--- config.mk ---
export PLATFORM = sky130hd
export DESIGN_NAME = tpu_job_ctrl
export DESIGN_NICKNAME = d
export VERILOG_FILES = /design/src/rtl/tpu_pkg.sv /design/src/rtl/tpu_job_ctrl.sv
export SDC_FILE = /design/constraint.sdc
export NUM_CORES = 1
export LEC_CHECK = 0
export BUFFER_PORTS_ARGS = -buffer_cell sky130_fd_sc_hd__buf_2
export CORE_AREA = 2 2 109 111
export CTS_CLUSTER_DIAMETER = 150
export DETAILED_ROUTE_END_ITERATION = 10
export DIE_AREA = 0 0 111 113
export PLACE_DENSITY = 0.5
export SYNTH_ARGS = -nofsm -noshare
export SYNTH_HDL_FRONTEND = slang
export SYNTH_SLANG_ARGS = --single-unit
--- constraint.sdc ---
create_clock -name clk -period 2.75 [get_ports clk]
set_clock_uncertainty 0.1 [all_clocks]
set_input_delay 0.275 -clock clk [delete_from_list [all_inputs] [get_ports clk]]
set_output_delay 0.275 -clock clk [all_outputs]
set_load 0.02 [all_outputs]
--- src/rtl/tpu_pkg.sv ---
// Shared TPU job-controller definitions: FSM state encoding and bus address regions.
package tpu_pkg;

    typedef enum logic [2:0] {
        IDLE,
        LOAD_A,
        LOAD_B,
        CLR_C,
        MM_START,
        MM_WAIT,
        READ_C,
        DONE
    } tpu_state_e;

    // Region selector placed in tpu_addr[11:8]
    localparam logic [3:0] REG_A  = 4'h1;
    localparam logic [3:0] REG_B  = 4'h2;
    localparam logic [3:0] REG_C  = 4'h3;
    localparam logic [3:0] REG_MM = 4'h4;

    function automatic logic [11:0] region_base(input logic [3:0] region);
        return {region, 8'h00};
    endfunction

endpackage

--- src/rtl/tpu_job_ctrl.sv ---
// Sequences one TPU matmul job: stream A/B rows in, optionally clear C, kick the
// array, wait for it, then stream C back out.
module tpu_job_ctrl
    import tpu_pkg::*;
#(
    parameter int DIM     = 8,
    parameter int BITS_AB = 8,
    parameter int BITS_C  = 16,
    parameter int DATAW   = 64,
    parameter int ADDRW   = 16
) (
    input  logic             clk,
    input  logic             rst_n,
    input  logic             start,
    input  logic             accum,
    output logic             busy,
    output logic             done,
    input  logic             op_valid,
    output logic             op_ready,
    input  logic [DATAW-1:0] op_data,
    output logic             res_valid,
    input  logic             res_ready,
    output logic [DATAW-1:0] res_data,
    output logic             tpu_r_w,
    output logic [ADDRW-1:0] tpu_addr,
    output logic [DATAW-1:0] tpu_din,
    input  logic [DATAW-1:0] tpu_dout
);

    localparam int IW       = $clog2(2*DIM);
    localparam int WW       = $clog2(4*DIM);
    // Bus words per A/B row and per C row (1 and 2 at the default geometry)
    localparam int AB_WORDS = (DIM*BITS_AB + DATAW - 1) / DATAW;
    localparam int C_WORDS  = (DIM*BITS_C + DATAW - 1) / DATAW;

    localparam logic [IW-1:0] LD_LAST   = IW'(DIM*AB_WORDS - 1);
    localparam logic [IW-1:0] C_LAST    = IW'(DIM*C_WORDS - 1);
    localparam logic [WW-1:0] WAIT_LAST = WW'(4*DIM - 1);

    tpu_state_e      state_q;
    logic [IW-1:0]   idx_q;
    logic [WW-1:0]   wait_q;
    logic            accum_q;
    logic [ADDRW-1:0] idx_off;

    always_ff @(posedge clk or negedge rst_n) begin
        if (!rst_n) begin
            state_q <= IDLE;
            idx_q   <= '0;
            wait_q  <= '0;
            accum_q <= 1'b0;
        end else begin
            case (state_q)
                IDLE: if (start) begin
                    accum_q <= accum;
                    idx_q   <= '0;
                    state_q <= LOAD_A;
                end
                LOAD_A: if (op_valid) begin
                    if (idx_q == LD_LAST) begin
                        idx_q   <= '0;
                        state_q <= LOAD_B;
                    end else begin
                        idx_q <= idx_q + 1'b1;
                    end
                end
                LOAD_B: if (op_valid) begin
                    if (idx_q == LD_LAST) begin
                        idx_q   <= '0;
                        state_q <= accum_q ? MM_START : CLR_C;
                    end else begin
                        idx_q <= idx_q + 1'b1;
                    end
                end
                CLR_C: begin
                    if (idx_q == C_LAST) begin
                        idx_q   <= '0;
                        state_q <= MM_START;
                    end else begin
                        idx_q <= idx_q + 1'b1;
                    end
                end
                MM_START: begin
                    wait_q  <= '0;
                    state_q <= MM_WAIT;
                end
                MM_WAIT: begin
                    if (wait_q == WAIT_LAST) begin
                        wait_q  <= '0;
                        state_q <= READ_C;
                    end else begin
                        wait_q <= wait_q + 1'b1;
                    end
                end
                READ_C: if (res_ready) begin
                    if (idx_q == C_LAST) begin
                        idx_q   <= '0;
                        state_q <= DONE;
                    end else begin
                        idx_q <= idx_q + 1'b1;
                    end
                end
                DONE:    state_q <= IDLE;
                default: state_q <= IDLE;
            endcase
        end
    end

    // idx<<3 yields row<<3 for A/B and (row<<4)|(half<<3) for C, half being idx[0]
    assign idx_off = ADDRW'(idx_q) << 3;

    always_comb begin
        busy      = (state_q != IDLE);
        done      = (state_q == DONE);
        op_ready  = (state_q == LOAD_A) || (state_q == LOAD_B);
        res_valid = (state_q == READ_C);
        tpu_r_w   = 1'b0;
        tpu_addr  = '0;
        tpu_din   = '0;
        res_data  = '0;
        case (state_q)
            LOAD_A: begin
                tpu_r_w  = op_valid;
                tpu_addr = ADDRW'(region_base(REG_A)) | idx_off;
                tpu_din  = op_data;
            end
            LOAD_B: begin
                tpu_r_w  = op_valid;
                tpu_addr = ADDRW'(region_base(REG_B)) | idx_off;
                tpu_din  = op_data;
            end
            CLR_C: begin
                tpu_r_w  = 1'b1;
                tpu_addr = ADDRW'(region_base(REG_C)) | idx_off;
            end
            MM_START: tpu_addr = ADDRW'(region_base(REG_MM));
            READ_C: begin
                tpu_addr = ADDRW'(region_base(REG_C)) | idx_off;
                res_data = tpu_dout;
            end
            default: ;
        endcase
    end

endmodule

; After elaboration in Yosys (flattened, before gate mapping)
; Cells that the tools add are included.
[classes]
add_sub_neg = 2
mux = 23
reduce_logical = 10
n_eq_ne = 20
[op_table]
columns = operator, count
row1 = $mux 64, 2
row2 = $pmux 11 s4, 1
row3 = $mux 3, 10
row4 = $pmux 3 s8, 1
row5 = $mux 4, 5
row6 = $pmux 4 s4, 1
row7 = $ne 2x2->1 const B, 7
row8 = $eq 3x3->1 const B, 4
row9 = $pmux 5 s2, 1
row10 = $reduce_and 9->1, 1
row11 = $eq 3x2->1 const B, 2
row12 = $ne 2x1->1 const B, 3
row13 = $add 5x1->5 const B, 1
row14 = $eq 5x5->1 const B, 1
row15 = $mux 5, 1
row16 = $add 4x1->4 const B, 1
row17 = $eq 4x3->1 const B, 1
row18 = $eq 4x4->1 const B, 1
row19 = $reduce_and 4->1, 1
row20 = $reduce_bool 4->1, 1
row21 = $reduce_or 2->1, 2
row22 = $eq 3x1->1 const B, 1
row23 = $logic_not 3->1, 1
row24 = $reduce_bool 3->1, 1
row25 = other kinds (4), 4
[totals]
in_bits = 134
reg_bits = 13
out_inout_bits = 149
word_cells = 59

; Logic depth before layout (Yosys ltp)
[logic_depth]
depth_word = 4
mapped_depth = 8
ltp_nobuf = 8

; Worst setup path after synthesis
; No wires, ideal clock.
[synth_path]
kind = register -> register
from = reg wait_q[0]
to = reg state_q[0]
path_buffers = 0
arrival_ps = 1766
synth_period_minus_slack_ps = 1993
required_ps = 2522
setup_ps = 128
path_stages_with_launch = 9
slack_ps = 757
cell_sequence = dfrtp_1 ha_1 and3_1 ha_1 or2b_1 nor2_1 a31oi_1 o311ai_2 mux2_1
[synth_between]
elab_chain_len = 3
[synth_lines]
columns = item, line_no
row1 = "start, declared", tpu_job_ctrl.sv:42  ; logic [WW-1:0] wait_q;
row2 = "start signal, assigned", tpu_job_ctrl.sv:92  ; wait_q <= wait_q + 1'b1;
row3 = $eq 5x5->1, tpu_job_ctrl.sv:88  ; if (wait_q == WAIT_LAST) begin
row4 = $ne 2x2->1 (no line), -
row5 = $reduce_and 9->1 (no line), -
row6 = "end signal, assigned", tpu_job_ctrl.sv:70  ; state_q <= accum_q ? MM_START : CLR_C;
row7 = "end, declared", tpu_job_ctrl.sv:40  ; tpu_state_e state_q;
; No other way between the ends.
; A chain may end at the register's enable or synchronous reset.

; Final worst setup path
[layout_path]
from = reg state_q[2]
to = out res_data[45]
[layout_between]
elab_chain_len = 2
[layout_lines]
columns = item, line_no
row1 = $eq 3x3->1, tpu_job_ctrl.sv:121  ; case (state_q)
row2 = $mux 64, tpu_job_ctrl.sv:121
row3 = "end, declared", tpu_job_ctrl.sv:23  ; output logic [DATAW-1:0] res_data,
; No other way between the ends.

==> key figures <==
Logic synthesis
  • EDFF count, synth: 0
  • Leading register cell type out of synthesis: dfrtp_1
  • Ys async rst share: 100%
  • Syn_area_per_cell: 7.29 um^2
  • Synth warn: 0
  • Sequential fraction of the synthesis area: 18.1%
  • Post-synthesis cell type count: 43
  • Register bit count reported by yosys: 13
  • Gate Count Post-Synth: 247
  • Syn Std Cell Area: 0.00180 mm^2

Global route
  • Initial antenna violation count: 2
  • Largest net degree at the start of global routing: 68
  • Grt total ovfl: 0
  • First-pass GRT wire length: 13.9 mm
  • GR Util All Layers: 14.1%
  • Vias in the first global route: between 2000 and 3000

Final layout
  • Fill cell count: 1246
  • Area growth syn-to-layout: 85.4%
  • Most frequent cells in the layout: buf_2, and2_1, dfrtp_1
  • Design Area, Final: 0.00334 mm^2
  • Final #Nets: between 600 and 700
  • Commonest non-fill, non-tap cell in the layout: buf_2
  • Layout cells sized above 1: 57.3%

Pwr
  • Cell Pwr Density: 1030 mW/mm^2
  • Pleak: 2.05 nW
  • Max IR drop VDD: between 0.3 and 0.4 mV

Setup path
  • R2R setup slack: 0.56 ns
  • Capturing point of the worst reg2reg path: idx_q[3]
  • CP max-delay cell: dfrtp_1
  • CP max stage delay: 0.59 ns
  • Buf/Inv on CP: 3
  • Crit-path leading delay family: buffers and inverters
  • Crit Path Category: flip-flop to primary output
  • CP Capture Type: primary output
  • Crit Reg-Reg Startpoint: state_q[2]
  • Crit start category: flip-flop
  • CP arrival: 2.10 ns
  • Worst Path Required: 2.38 ns
  • Worst r2r path cells: 6
  • Crit Path Max Fanout: 67
  • Crit-path cells: inv_1, nor3_4, buf_4, and2_1, buf_2

Floorplanning
  • Die Y: 113 um
  • Die Area: 0.0125 mm^2
  • FP Rows: 39
  • Starting Density: 16.0%
  • Core footprint: around 0.011 mm^2
  • IO Pins: 283
  • Die width: 111 um

Timing
  • RSZ-0062 raised after global routing: false
  • Slew Viols, Final: 0
  • Setup-failing EPs final: 0
  • Hold slack final: 0.170 ns
  • Setup TNS: 0 ns
  • Final period util: 90.1%
  • Clock period minus worst slack: 2.48 ns
  • Final hold vios: 0
  • Min setup slack post-route: 0.271 ns
  • Achievable Freq: 0.403 GHz

Min path
  • Hold/Removal Path Class: input port to flip-flop
  • Worst hold path stage count: 2
  • Worst Hold End: accum_q
  • Hold Startpoint: accum

Clocking
  • Num CTS Buffers: 3
  • CTS Buffer Depth: 2
  • Skew-Pair Late Insertion Delay: 0.24 ns
  • CTS clk-pin slew, worst paths: 0.04 ns
  • # hold bufs at CTS: 1
  • Post-CTS setup buffer count: 0
  • CTS H-tree lvls: 1
  • Clk sinks: 13
  • CTS resizes: 0
  • TritonCTS clock tree: done
  • CTS Root Cell: clkbuf_16

Drt
  • DR WL met3: approximately 810 um
  • Metal-1 WL: 3.23 mm
  • DRC violations left: 0
  • DR vias: 2684
  • Post-route ant nets: 0
  • First DRT Iteration DRCs: 89
  • Met2 wire len: 5.56 mm
  • WL final: 9.80 mm
  • Top layer in use: met4
  • WL per Instance: 15.0 um
  • Vias per cell: 4.12
  • Drt first pass iters: 4

Placed design
  • Dpl ws: between 0.4 and 0.5 ns
  • Post-DP HPWL: 8.64 mm
  • GP Congestion: 0.889
  • Port Buffers: between 200 and 300
  • Placed cell area: between 0.003 and 0.004 mm^2

Status
  • Status: finished clean

Flow run
  • Max Cap Viol: 0
area by class of cell:
class	count	area (um^2)	area share (%)
flip-flops and latches	13	325	9.74
diodes	1	2.50	0.0749
repair buffers	277	1400	41.9
clock buffers	4	78.8	2.36
multi-input cells	212	1350	40.4
well taps	143	179	5.36
inverters	2	7.51	0.225
synthesized netlist by cell type (all sizes together) (2+ instances only):
library cell	n	area, um^2
nor3	2	21.3
nand2	10	37.5
and2	132	826
buf	13	96.3
dfrtp	13	325
inv	2	7.50
a31oi	2	12.5
and3	2	12.5
nand3	4	25.0
nor2	7	26.3
clkbuf	15	56.3
mux2	4	45.0
o21ai	11	55.1
nand2b	2	12.5
a21oi	4	20.0
ha	3	37.5
metal layers:
metal	vias up	GRT usage, %
met5	-	0
met2	184	30.1
met3	10	3.32
met4	0	3.17
met1	1193	13.4
li1	1297	-
where the power goes:
part | switching (mW) | total [mW] | internal, mW
clock network | 0.0807 | 0.276 | 0.196
registers | 0.0964 | 0.340 | 0.243
logic | 1.80 | 2.81 | 1.02
total | 1.97 | 3.43 | 1.45
flip-flops by register name, indices dropped and copies added, names as in the netlist:
name	flops
wait_q	5
idx_q	4
state_q	3
accum_q	1
cell families after synthesis:
family	after synthesis	share of synthesized area [%]
flip-flops	13	18.1
XOR/XNOR	1	0.486
adder cells (fa/ha/maj)	3	2.08
AO/OA/AOI/OAI	29	11.7
other	1	0.208
buffers and inverters	30	8.89
multiplexers	5	3.06
AND/OR/NAND/NOR	165	55.6
worst max path at each step:
stage / cells after the start / startpoint / slack, ns / endpoint
2_1_floorplan: 8 / wait_q[0] / 0.76 / state_q[0]
3_3_place_gp: 5 / state_q[2] / 0.53 / res_data[45]
3_5_place_dp: 5 / state_q[2] / 0.49 / res_data[45]
4_1_cts: 5 / state_q[2] / 0.24 / res_data[45]
5_1_grt: 5 / state_q[2] / 0.07 / res_data[9]
6_report: 5 / state_q[2] / 0.27 / res_data[45]
metrics by stage:
step                utilization [%]  std cells  power [mW]
floorplan                         -        255        2.22
global route                   29.6        652        3.68
global placement               28.8        646        3.18
detailed placement             28.8        646        3.20
finish                         29.6        652        3.43
CTS                            29.6        651        3.49
Power figures use the tool's default switching activity.
